<file path="src/rtl/bus_arbiter_if.sv">
// Signal bundle for the two-master shared-bus arbiter: requester ports (m0 = CPU, m1 = DMA)
// plus the decoder-facing shared bus. 'slave' is the arbiter side, 'master' is the environment.
interface bus_arbiter_if #(
   parameter int unsigned AW = 32,
   parameter int unsigned DW = 32
);
   logic          m0_req;
   logic          m0_write;
   logic [AW-1:0] m0_addr;
   logic [DW-1:0] m0_wdata;
   logic          m0_gnt;
   logic          m0_ack;
   logic [DW-1:0] m0_rdata;

   logic          m1_req;
   logic          m1_write;
   logic [AW-1:0] m1_addr;
   logic [DW-1:0] m1_wdata;
   logic          m1_gnt;
   logic          m1_ack;
   logic [DW-1:0] m1_rdata;

   logic [AW-1:0] b_addr;
   logic [DW-1:0] b_wdata;
   logic          b_write;
   logic [DW-1:0] b_rdata;

   modport slave (
      input  m0_req, m0_write, m0_addr, m0_wdata,
      output m0_gnt, m0_ack, m0_rdata,
      input  m1_req, m1_write, m1_addr, m1_wdata,
      output m1_gnt, m1_ack, m1_rdata,
      output b_addr, b_wdata, b_write,
      input  b_rdata
   );

   modport master (
      output m0_req, m0_write, m0_addr, m0_wdata,
      input  m0_gnt, m0_ack, m0_rdata,
      output m1_req, m1_write, m1_addr, m1_wdata,
      input  m1_gnt, m1_ack, m1_rdata,
      input  b_addr, b_wdata, b_write,
      output b_rdata
   );
endinterface

</file>
<file path="src/rtl/bus_arbiter.sv">
// Two-master shared-bus arbiter with IDLE/ACCESS/WAIT/DONE transfer sequencing.
// Define BUS_ARBITER_RR_EN for round-robin arbitration; default is fixed priority (m0 wins).
module bus_arbiter #(
   parameter int unsigned AW  = 32,
   parameter int unsigned DW  = 32,
   parameter int unsigned LAT = 1
) (
   input logic          clk,
   input logic          rst_n,
   bus_arbiter_if.slave bus
);
   localparam int unsigned CW = 4;

   typedef enum logic [1:0] {
      IDLE   = 2'd0,
      ACCESS = 2'd1,
      WAIT   = 2'd2,
      DONE   = 2'd3
   } state_t;

   state_t        state_q, state_d;
   logic [CW-1:0] cnt_q, cnt_d;
   logic          sel_q, sel_d;
   logic          write_q, write_d;
   logic [AW-1:0] addr_q, addr_d;
   logic [DW-1:0] wdata_q, wdata_d;
   logic          b_write_q, b_write_d;
   logic [1:0]    gnt_q, gnt_d;
   logic [1:0]    ack_q, ack_d;
   logic [DW-1:0] rdata0_q, rdata0_d;
   logic [DW-1:0] rdata1_q, rdata1_d;
   logic          any_req_c;
   logic          win_c;
`ifdef BUS_ARBITER_RR_EN
   logic          last_q, last_d;
`endif

   assign any_req_c = bus.m0_req | bus.m1_req;

   // Winner index among the current requesters (only meaningful when any_req_c)
`ifdef BUS_ARBITER_RR_EN
   assign win_c = (bus.m0_req & bus.m1_req) ? ~last_q : bus.m1_req;
`else
   assign win_c = ~bus.m0_req;
`endif

   always_ff @(posedge clk or negedge rst_n) begin
      if (!rst_n) begin
         state_q   <= IDLE;
         cnt_q     <= '0;
         sel_q     <= 1'b0;
         write_q   <= 1'b0;
         addr_q    <= '0;
         wdata_q   <= '0;
         b_write_q <= 1'b0;
         gnt_q     <= 2'b00;
         ack_q     <= 2'b00;
         rdata0_q  <= '0;
         rdata1_q  <= '0;
`ifdef BUS_ARBITER_RR_EN
         last_q    <= 1'b1;
`endif
      end else begin
         state_q   <= state_d;
         cnt_q     <= cnt_d;
         sel_q     <= sel_d;
         write_q   <= write_d;
         addr_q    <= addr_d;
         wdata_q   <= wdata_d;
         b_write_q <= b_write_d;
         gnt_q     <= gnt_d;
         ack_q     <= ack_d;
         rdata0_q  <= rdata0_d;
         rdata1_q  <= rdata1_d;
`ifdef BUS_ARBITER_RR_EN
         last_q    <= last_d;
`endif
      end
   end

   always_comb begin
      state_d = state_q;
      case (state_q)
         IDLE:    if (any_req_c) state_d = ACCESS;
         ACCESS:  state_d = (LAT == 0) ? DONE : WAIT;
         WAIT:    if (cnt_q <= CW'(1)) state_d = DONE;
         DONE:    state_d = IDLE;
         default: state_d = IDLE;
      endcase
   end

   // Registered outputs and datapath; values are those seen during the next state
   always_comb begin
      cnt_d     = cnt_q;
      sel_d     = sel_q;
      write_d   = write_q;
      addr_d    = addr_q;
      wdata_d   = wdata_q;
      b_write_d = 1'b0;
      gnt_d     = gnt_q;
      ack_d     = 2'b00;
      rdata0_d  = rdata0_q;
      rdata1_d  = rdata1_q;
`ifdef BUS_ARBITER_RR_EN
      last_d    = last_q;
`endif
      case (state_q)
         IDLE: begin
            if (any_req_c) begin
               sel_d     = win_c;
               write_d   = win_c ? bus.m1_write : bus.m0_write;
               addr_d    = win_c ? bus.m1_addr  : bus.m0_addr;
               wdata_d   = win_c ? bus.m1_wdata : bus.m0_wdata;
               b_write_d = write_d;
               gnt_d     = win_c ? 2'b10 : 2'b01;
            end
         end
         ACCESS: cnt_d = CW'(LAT);
         WAIT:   cnt_d = cnt_q - CW'(1);
         DONE: begin
            gnt_d = 2'b00;
`ifdef BUS_ARBITER_RR_EN
            last_d = sel_q;
`endif
         end
         default: ;
      endcase

      // Read data is valid on the bus in the cycle before DONE; capture it with the ack
      if ((state_d == DONE) && (state_q != DONE)) begin
         ack_d[sel_q] = 1'b1;
         if (!write_q) begin
            if (sel_q) rdata1_d = bus.b_rdata;
            else       rdata0_d = bus.b_rdata;
         end
      end
   end

   assign bus.b_addr   = addr_q;
   assign bus.b_wdata  = wdata_q;
   assign bus.b_write  = b_write_q;
   assign bus.m0_gnt   = gnt_q[0];
   assign bus.m1_gnt   = gnt_q[1];
   assign bus.m0_ack   = ack_q[0];
   assign bus.m1_ack   = ack_q[1];
   assign bus.m0_rdata = rdata0_q;
   assign bus.m1_rdata = rdata1_q;
endmodule

</file>
<file path="src/flat_wrapper.sv">
// flat-port wrapper written by rule: the top's interface ports become plain ports
module bus_arbiter_flat 
#(
   parameter int unsigned AW  = 32,
   parameter int unsigned DW  = 32,
   parameter int unsigned LAT = 1
)
  (clk, rst_n, bus_m0_req, bus_m0_write, bus_m0_addr, bus_m0_wdata, bus_m0_gnt, bus_m0_ack, bus_m0_rdata, bus_m1_req, bus_m1_write, bus_m1_addr, bus_m1_wdata, bus_m1_gnt, bus_m1_ack, bus_m1_rdata, bus_b_addr, bus_b_wdata, bus_b_write, bus_b_rdata);
  bus_arbiter_if #(.AW(AW), .DW(DW)) bus_i ();
  input logic clk;
  input logic rst_n;
  input wire logic [$bits(bus_i.m0_req)-1:0] bus_m0_req;
  input wire logic [$bits(bus_i.m0_write)-1:0] bus_m0_write;
  input wire logic [$bits(bus_i.m0_addr)-1:0] bus_m0_addr;
  input wire logic [$bits(bus_i.m0_wdata)-1:0] bus_m0_wdata;
  output wire logic [$bits(bus_i.m0_gnt)-1:0] bus_m0_gnt;
  output wire logic [$bits(bus_i.m0_ack)-1:0] bus_m0_ack;
  output wire logic [$bits(bus_i.m0_rdata)-1:0] bus_m0_rdata;
  input wire logic [$bits(bus_i.m1_req)-1:0] bus_m1_req;
  input wire logic [$bits(bus_i.m1_write)-1:0] bus_m1_write;
  input wire logic [$bits(bus_i.m1_addr)-1:0] bus_m1_addr;
  input wire logic [$bits(bus_i.m1_wdata)-1:0] bus_m1_wdata;
  output wire logic [$bits(bus_i.m1_gnt)-1:0] bus_m1_gnt;
  output wire logic [$bits(bus_i.m1_ack)-1:0] bus_m1_ack;
  output wire logic [$bits(bus_i.m1_rdata)-1:0] bus_m1_rdata;
  output wire logic [$bits(bus_i.b_addr)-1:0] bus_b_addr;
  output wire logic [$bits(bus_i.b_wdata)-1:0] bus_b_wdata;
  output wire logic [$bits(bus_i.b_write)-1:0] bus_b_write;
  input wire logic [$bits(bus_i.b_rdata)-1:0] bus_b_rdata;
  assign bus_i.m0_req = bus_m0_req;
  assign bus_i.m0_write = bus_m0_write;
  assign bus_i.m0_addr = bus_m0_addr;
  assign bus_i.m0_wdata = bus_m0_wdata;
  assign bus_m0_gnt = bus_i.m0_gnt;
  assign bus_m0_ack = bus_i.m0_ack;
  assign bus_m0_rdata = bus_i.m0_rdata;
  assign bus_i.m1_req = bus_m1_req;
  assign bus_i.m1_write = bus_m1_write;
  assign bus_i.m1_addr = bus_m1_addr;
  assign bus_i.m1_wdata = bus_m1_wdata;
  assign bus_m1_gnt = bus_i.m1_gnt;
  assign bus_m1_ack = bus_i.m1_ack;
  assign bus_m1_rdata = bus_i.m1_rdata;
  assign bus_b_addr = bus_i.b_addr;
  assign bus_b_wdata = bus_i.b_wdata;
  assign bus_b_write = bus_i.b_write;
  assign bus_i.b_rdata = bus_b_rdata;
  bus_arbiter #(.AW(AW), .DW(DW), .LAT(LAT)) u_core (.clk(clk), .rst_n(rst_n), .bus(bus_i));
endmodule
</file>
<file path="config.mk">
export PLATFORM = sky130hd
export DESIGN_NAME = bus_arbiter_flat
export DESIGN_NICKNAME = d
export VERILOG_FILES = /design/src/rtl/bus_arbiter_if.sv /design/src/rtl/bus_arbiter.sv /design/src/flat_wrapper.sv
export SDC_FILE = /design/constraint.sdc
export NUM_CORES = 1
export LEC_CHECK = 0
export ABC_AREA = 1
export CAP_MARGIN = 25
export CORE_MARGIN = 2
export CORE_UTILIZATION = 44
export CTS_CLUSTER_SIZE = 40
export DETAILED_ROUTE_END_ITERATION = 10
export MAX_ROUTING_LAYER = met4
export PLACE_DENSITY = 0.95
export SYNTH_ARGS = -nofsm -noshare
export SYNTH_HDL_FRONTEND = slang
export SYNTH_SLANG_ARGS = --single-unit
</file>
<file path="constraint.sdc">
create_clock -name clk -period 4 [get_ports clk]
set_input_delay 0.8 -clock clk [delete_from_list [all_inputs] [get_ports clk]]
set_output_delay 0.8 -clock clk [all_outputs]
set_load 0.01 [all_outputs]
</file>
# == Word level (Yosys, flattened, before mapping) ==
# Cells that the tools add are included.
# W data, S select, Z words.
# totals
ff_bits,141
in_bits,166
out_inout_bits,133
word_cells,49
# classes
addsub,1
order_cmp,3
n_eq_ne,6
mux,15
n_bitwise,4
n_reduce_logical,9
# op_table
operator,count
$mux W32,2
$mux W2,5
$pmux W2 S4,1
$pmux W4 S2,1
$eq A2 B2 Y1 const B,3
$reduce_and A3 Y1,2
$le A4 B1 Y1 const B,1
$mux W1,4
$pmux W2 S2,1
$reduce_and A2 Y1,2
$reduce_bool A2 Y1,2
$sub A4 B1 Y4 const B,1
$not A1 Y1,3
$eq A2 B1 Y1 const B,1
$logic_and A1 B1 Y1,2
$logic_not A2 Y1,1
$lt A1 B2 Y1 const B,1
$ne A2 B1 Y1 const B,1
$ne A2 B2 Y1 const B,1
$demux W1 S1,1
$ge A1 B1 Y1 const B,1
$or A1 B1 Y1,1

# == Logic depth before layout (Yosys ltp) ==
# logic_depth
ltp_word,6
ltp_mapped,12

# == Worst setup path after synthesis ==
# Ideal clock, no wire load.
# synth_timing
path_kind,input to register
from,input port bus_m0_req
to,register u_core.rdata1_q[10] (netlist: u_core.bus.m1_rdata[10])
setup_ns,0.119
t_arrival_ns,1.580
required_ns,3.881
slack_ns,2.302
stages,8
path_buffers,2
path_cell_list,inv_2 nand2_1 o21ai_1 a21oi_2 buf_4 buf_4 nand4_1 nand2_1
# synth_between
elab_chain_cells,6
# synth_rtl
item,line_no,rtl
"start, declared",flat_wrapper.sv:12,input wire logic [$bits(bus_i.m0_req)-1:0] bus_m0_req;
$or A1 B1 Y1,bus_arbiter.sv:38,assign any_req_c = bus.m0_req | bus.m1_req;
$mux W2,bus_arbiter.sv:84,IDLE: if (any_req_c) state_d = ACCESS;
$pmux W2 S4,bus_arbiter.sv:83,case (state_q)
$eq A2 B2 Y1,bus_arbiter.sv:130,if ((state_d == DONE) && (state_q != DONE)) begin
$logic_and A1 B1 Y1,bus_arbiter.sv:130,
$reduce_and A3 Y1 (no line),--,
"end signal, assigned",bus_arbiter.sv:74,rdata1_q <= rdata1_d;
"end, declared",bus_arbiter.sv:31,"logic [DW-1:0] rdata1_q, rdata1_d;"
# No other way between the ends.
# A chain may end at the register's enable or synchronous reset.

# == Worst setup path after layout ==
# layout_timing
from,input port bus_m1_req
to,register u_core.wdata_q[22] (netlist: u_core.bus.b_wdata[22])
# layout_between
elab_chain_cells,2
# layout_rtl
item,line_no,rtl
"start, declared",flat_wrapper.sv:19,input wire logic [$bits(bus_i.m1_req)-1:0] bus_m1_req;
$or A1 B1 Y1,bus_arbiter.sv:38,
$reduce_and A2 Y1 (no line),--,
"end signal, assigned",bus_arbiter.sv:69,wdata_q <= wdata_d;
"end, declared",bus_arbiter.sv:26,"logic [DW-1:0] wdata_q, wdata_d;"
# No other way between the ends.

==> flow_metrics.py <==
metrics = {
    "synth": {
        "syn_avg_cell_area_um2": 8.57,
        "seq_area_frac_synth_pct": 58.3,
        "synthCells": 706,
        "yosys_warnings": 0,
        "synth.top_cells.by_count": "nand2_1, dfrtp_1, nor2_1",
        "synthFlopType": "dfrtp_1",
        "mappedNetlistNets": 877,
        "synth_top_area_share_pct": 58.3,
        "synth_area_leaders": "dfrtp_1, nand2_1, a31oi_1, nor2_1, nand4_1",
        "synth_cell_types": 22,
        "yosysTopAreaCell": "dfrtp_1",
        "synth_edf_count": 0,
        "synth_area_mm2": 0.00605,
        "post-synth-top-count-cell": "nand2_1",
        "ys_ff_latch": 141,
        "synth-async-reset-ratio_pct": 100,
    },
    "sta": {
        "setup_tns_ns": 0,
        "layout_setup_ws_ns": 1.69,
        "finalHoldViolations": 0,
        "period_share_pct": 57.7,
        "final-setup-viol-count": 0,
        "rsz0062_at_grt": "false",
        "hold_ws_ns": 0.372,
        "worst_slew_pin_slew_ns": 1.05,
        "maxSlewHeadroom_pct": 29.6,
        "period_needed_ns": 2.31,
        "timing.fmax_mhz": 433,
        "skew_ns": 0.00727,
        "maxSlewViolCount": 0,
    },
    "clocking": {
        "cts_root_buf": "clkbuf_16",
        "clk_latency_ns": 0.41,
        "cts_buffers": 17,
        "clk_pin_slew_ns": 0.06,
        "cts_tree": "done",
        "ctsHtreeMaxLevel": 4,
        "cts.sinks": 141,
        "cts_repair_resize_count": 0,
        "clock_path_buffers": 2,
        "post_cts_buffers": 0,
        "cts_hold_repair.buffers": 0,
    },
    "floorplan": {
        "num_rows": 42,
        "die_h_um": 121,
        "pin_count": 299,
        "die-area_mm2": 0.0147,
        "start_util_pct": 45.3,
        "fp.dieW_um": 121,
        "coreArea_mm2": 0.0133,
    },
    "global_routing": {
        "grt_pass1_wl_um": 31900,
        "antenna_found_initial": 3,
        "grt-ovfl-total": 0,
        "grtUsageTotal_pct": 28.9,
        "grt_max_degree": 87,
        "grt_pass1_vias": 6315,
    },
    "routing": {
        "ant_nets": 0,
        "first_pass_iters": 7,
        "wirelength_um": 20400,
        "vias_per_cell": 5.38,
        "num_vias": 6305,
        "drtIter0Drc": 615,
        "drc_errors": 0,
        "wl_per_cell_um": 17.4,
    },
    "setup_path": {
        "crit_slowest_cell": "clkinv_2",
        "cp-end-kind": "flip-flop",
        "crit_fanout": 86,
        "arrival_ns": 2.58,
        "critPathMaxStageDelay_ns": 0.47,
        "worstSetupPathType": "primary input to flip-flop",
        "crit_chain": "clkdlybuf4s50_1 > inv_1 > nand2_1 > nand2_1 > clkinv_2 > buf_12 > nor2_1 > a31oi_1",
        "required_ns": 4.27,
        "worstSetupStartpointType": "primary input",
        "cpMostUsedCell": "nand2_1",
    },
    "placed_design": {
        "portBuffers": 298,
        "place_congestion": 0.892,
        "dpl_cell_area_mm2": 0.00912,
        "place_ws_ns": 1.33,
        "hpwl_um": 14200,
    },
    "final_layout": {
        "final_area_mm2": 0.00971,
        "multi_input_area_mm2": 0.00222,
        "n_fill_cell": 910,
        "regArea_mm2": 0.00353,
        "drive_above_1_share_pct": 4.63,
        "areaGrowthSynthToFinish_pct": 60.5,
        "nets": 1152,
    },
    "min_path": {
        "hp-class": "primary input to asynchronous set/reset pin",
    },
    "status": {
        "status": "finished, final reports clean",
    },
    "power_and_ir_drop": {
        "powerDensity_mw_per_mm2": 777,
        "peakVddDrop_uv": 405,
        "p_leak_nw": 4.39,
    },
    "run": {
        "drv_cap": 0,
    },
}
registers in the layout (all words and copies together) (netlist names):
register             cells
u_core.state_q           2
u_core.bus.m0_rdata     32
u_core.ack_q             2
u_core.write_q           1
u_core.bus.b_write       1
u_core.bus.b_addr       32
u_core.cnt_q             4
u_core.sel_q             1
u_core.gnt_q             2
u_core.bus.b_wdata      32
u_core.bus.m1_rdata     32
worst max-delay path, delay by kind of cell:
family                 cells  cell delay, ns
AND/OR/NAND/NOR            3            0.32
buffers and inverters      4            1.35
AO/OA/AOI/OAI              1            0.06
metal layers:
metal  GRT usage [%]  wire length [um]  up-vias
met5               -                 0        -
met4            15.7               858        0
met3            9.45              2240       60
met2            46.3              9960      381
met1            32.2              7370     2982
li1                -                 -     2882
layout make-up:
cell class,count,area share [%]
Antenna cell,3,0.0773
Clock buffer,19,4.56
Clock inverter,13,1.46
Inverter,19,0.748
Multi-Input combinational cell,495,22.9
Sequential cell,141,36.3
Tap cell,176,2.27
Timing Repair Buffer,307,31.6
layout by cell type (no fill, tap or decap):
cell type,n
inv_2,1
nor2_2,1
inv_6,2
clkinv_4,3
inv_1,16
nor3b_1,1
clkdlybuf4s50_1,296
clkinvlp_4,3
o21ai_0,6
buf_4,7
dfrtp_1,141
buf_6,1
o21ai_1,1
buf_12,2
clkinv_2,4
bufinv_16,2
o22ai_1,1
diode_2,3
a21oi_4,1
nor2_1,74
nand4_1,33
ha_1,5
clkbuf_8,1
clkinv_1,1
and3_1,1
clkbuf_16,17
a21oi_1,2
nand2_1,270
nand3_1,34
clkbuf_1,1
nor3_1,1
a31oi_1,64
buf_2,1
worst paths after layout:
kind	to	start	cells past startpoint	slack (ns)
setup / recovery	u_core.bus.b_wdata[22]$_DFFE_PN0P_	bus_m1_req	8	1.69
min in group clk	u_core.bus.m0_rdata[26]$_DFFE_PN0P_	u_core.bus.m0_rdata[26]$_DFFE_PN0P_	2	0.47
max in group asynchronous	u_core.bus.b_wdata[13]$_DFFE_PN0P_	rst_n	2	2.81
hold reg to reg	u_core.bus.m0_rdata[26]$_DFFE_PN0P_	u_core.bus.m0_rdata[26]$_DFFE_PN0P_	2	0.47
hold / removal	u_core.bus.m1_rdata[4]$_DFFE_PN0P_	rst_n	1	0.37
setup reg to reg	u_core.bus.m0_rdata[16]$_DFFE_PN0P_	u_core.state_q[0]$_DFF_PN0_	9	1.73
kinds of logic after synthesis:
logic type                 share of synthesized area [%]
AOI/OAI and AO/OA                                   7.61
buffers and inverters                               5.09
adders and majority gates                           1.03
and+or+nand+nor                                     27.9
DFF                                                 58.3
stage by stage:
step / util (%) / cells / power, mW
floorplan: - / 706 / 4.14
global placement: 68.3 / 1138 / 5.82
detailed placement: 68.3 / 1138 / 5.95
CTS: 72.7 / 1170 / 7.56
global route: 72.7 / 1173 / 8.00
finish: 72.7 / 1173 / 7.54
where the power goes:
part,switching [mW],leakage [nW],internal [mW]
Combinational,1.79,2.41,1.69
Sequential,0.420,1.69,2.10
Clock,0.610,0.280,0.937
Total,2.82,4.39,4.72
Note: power is estimated with default switching activity, not from simulation.
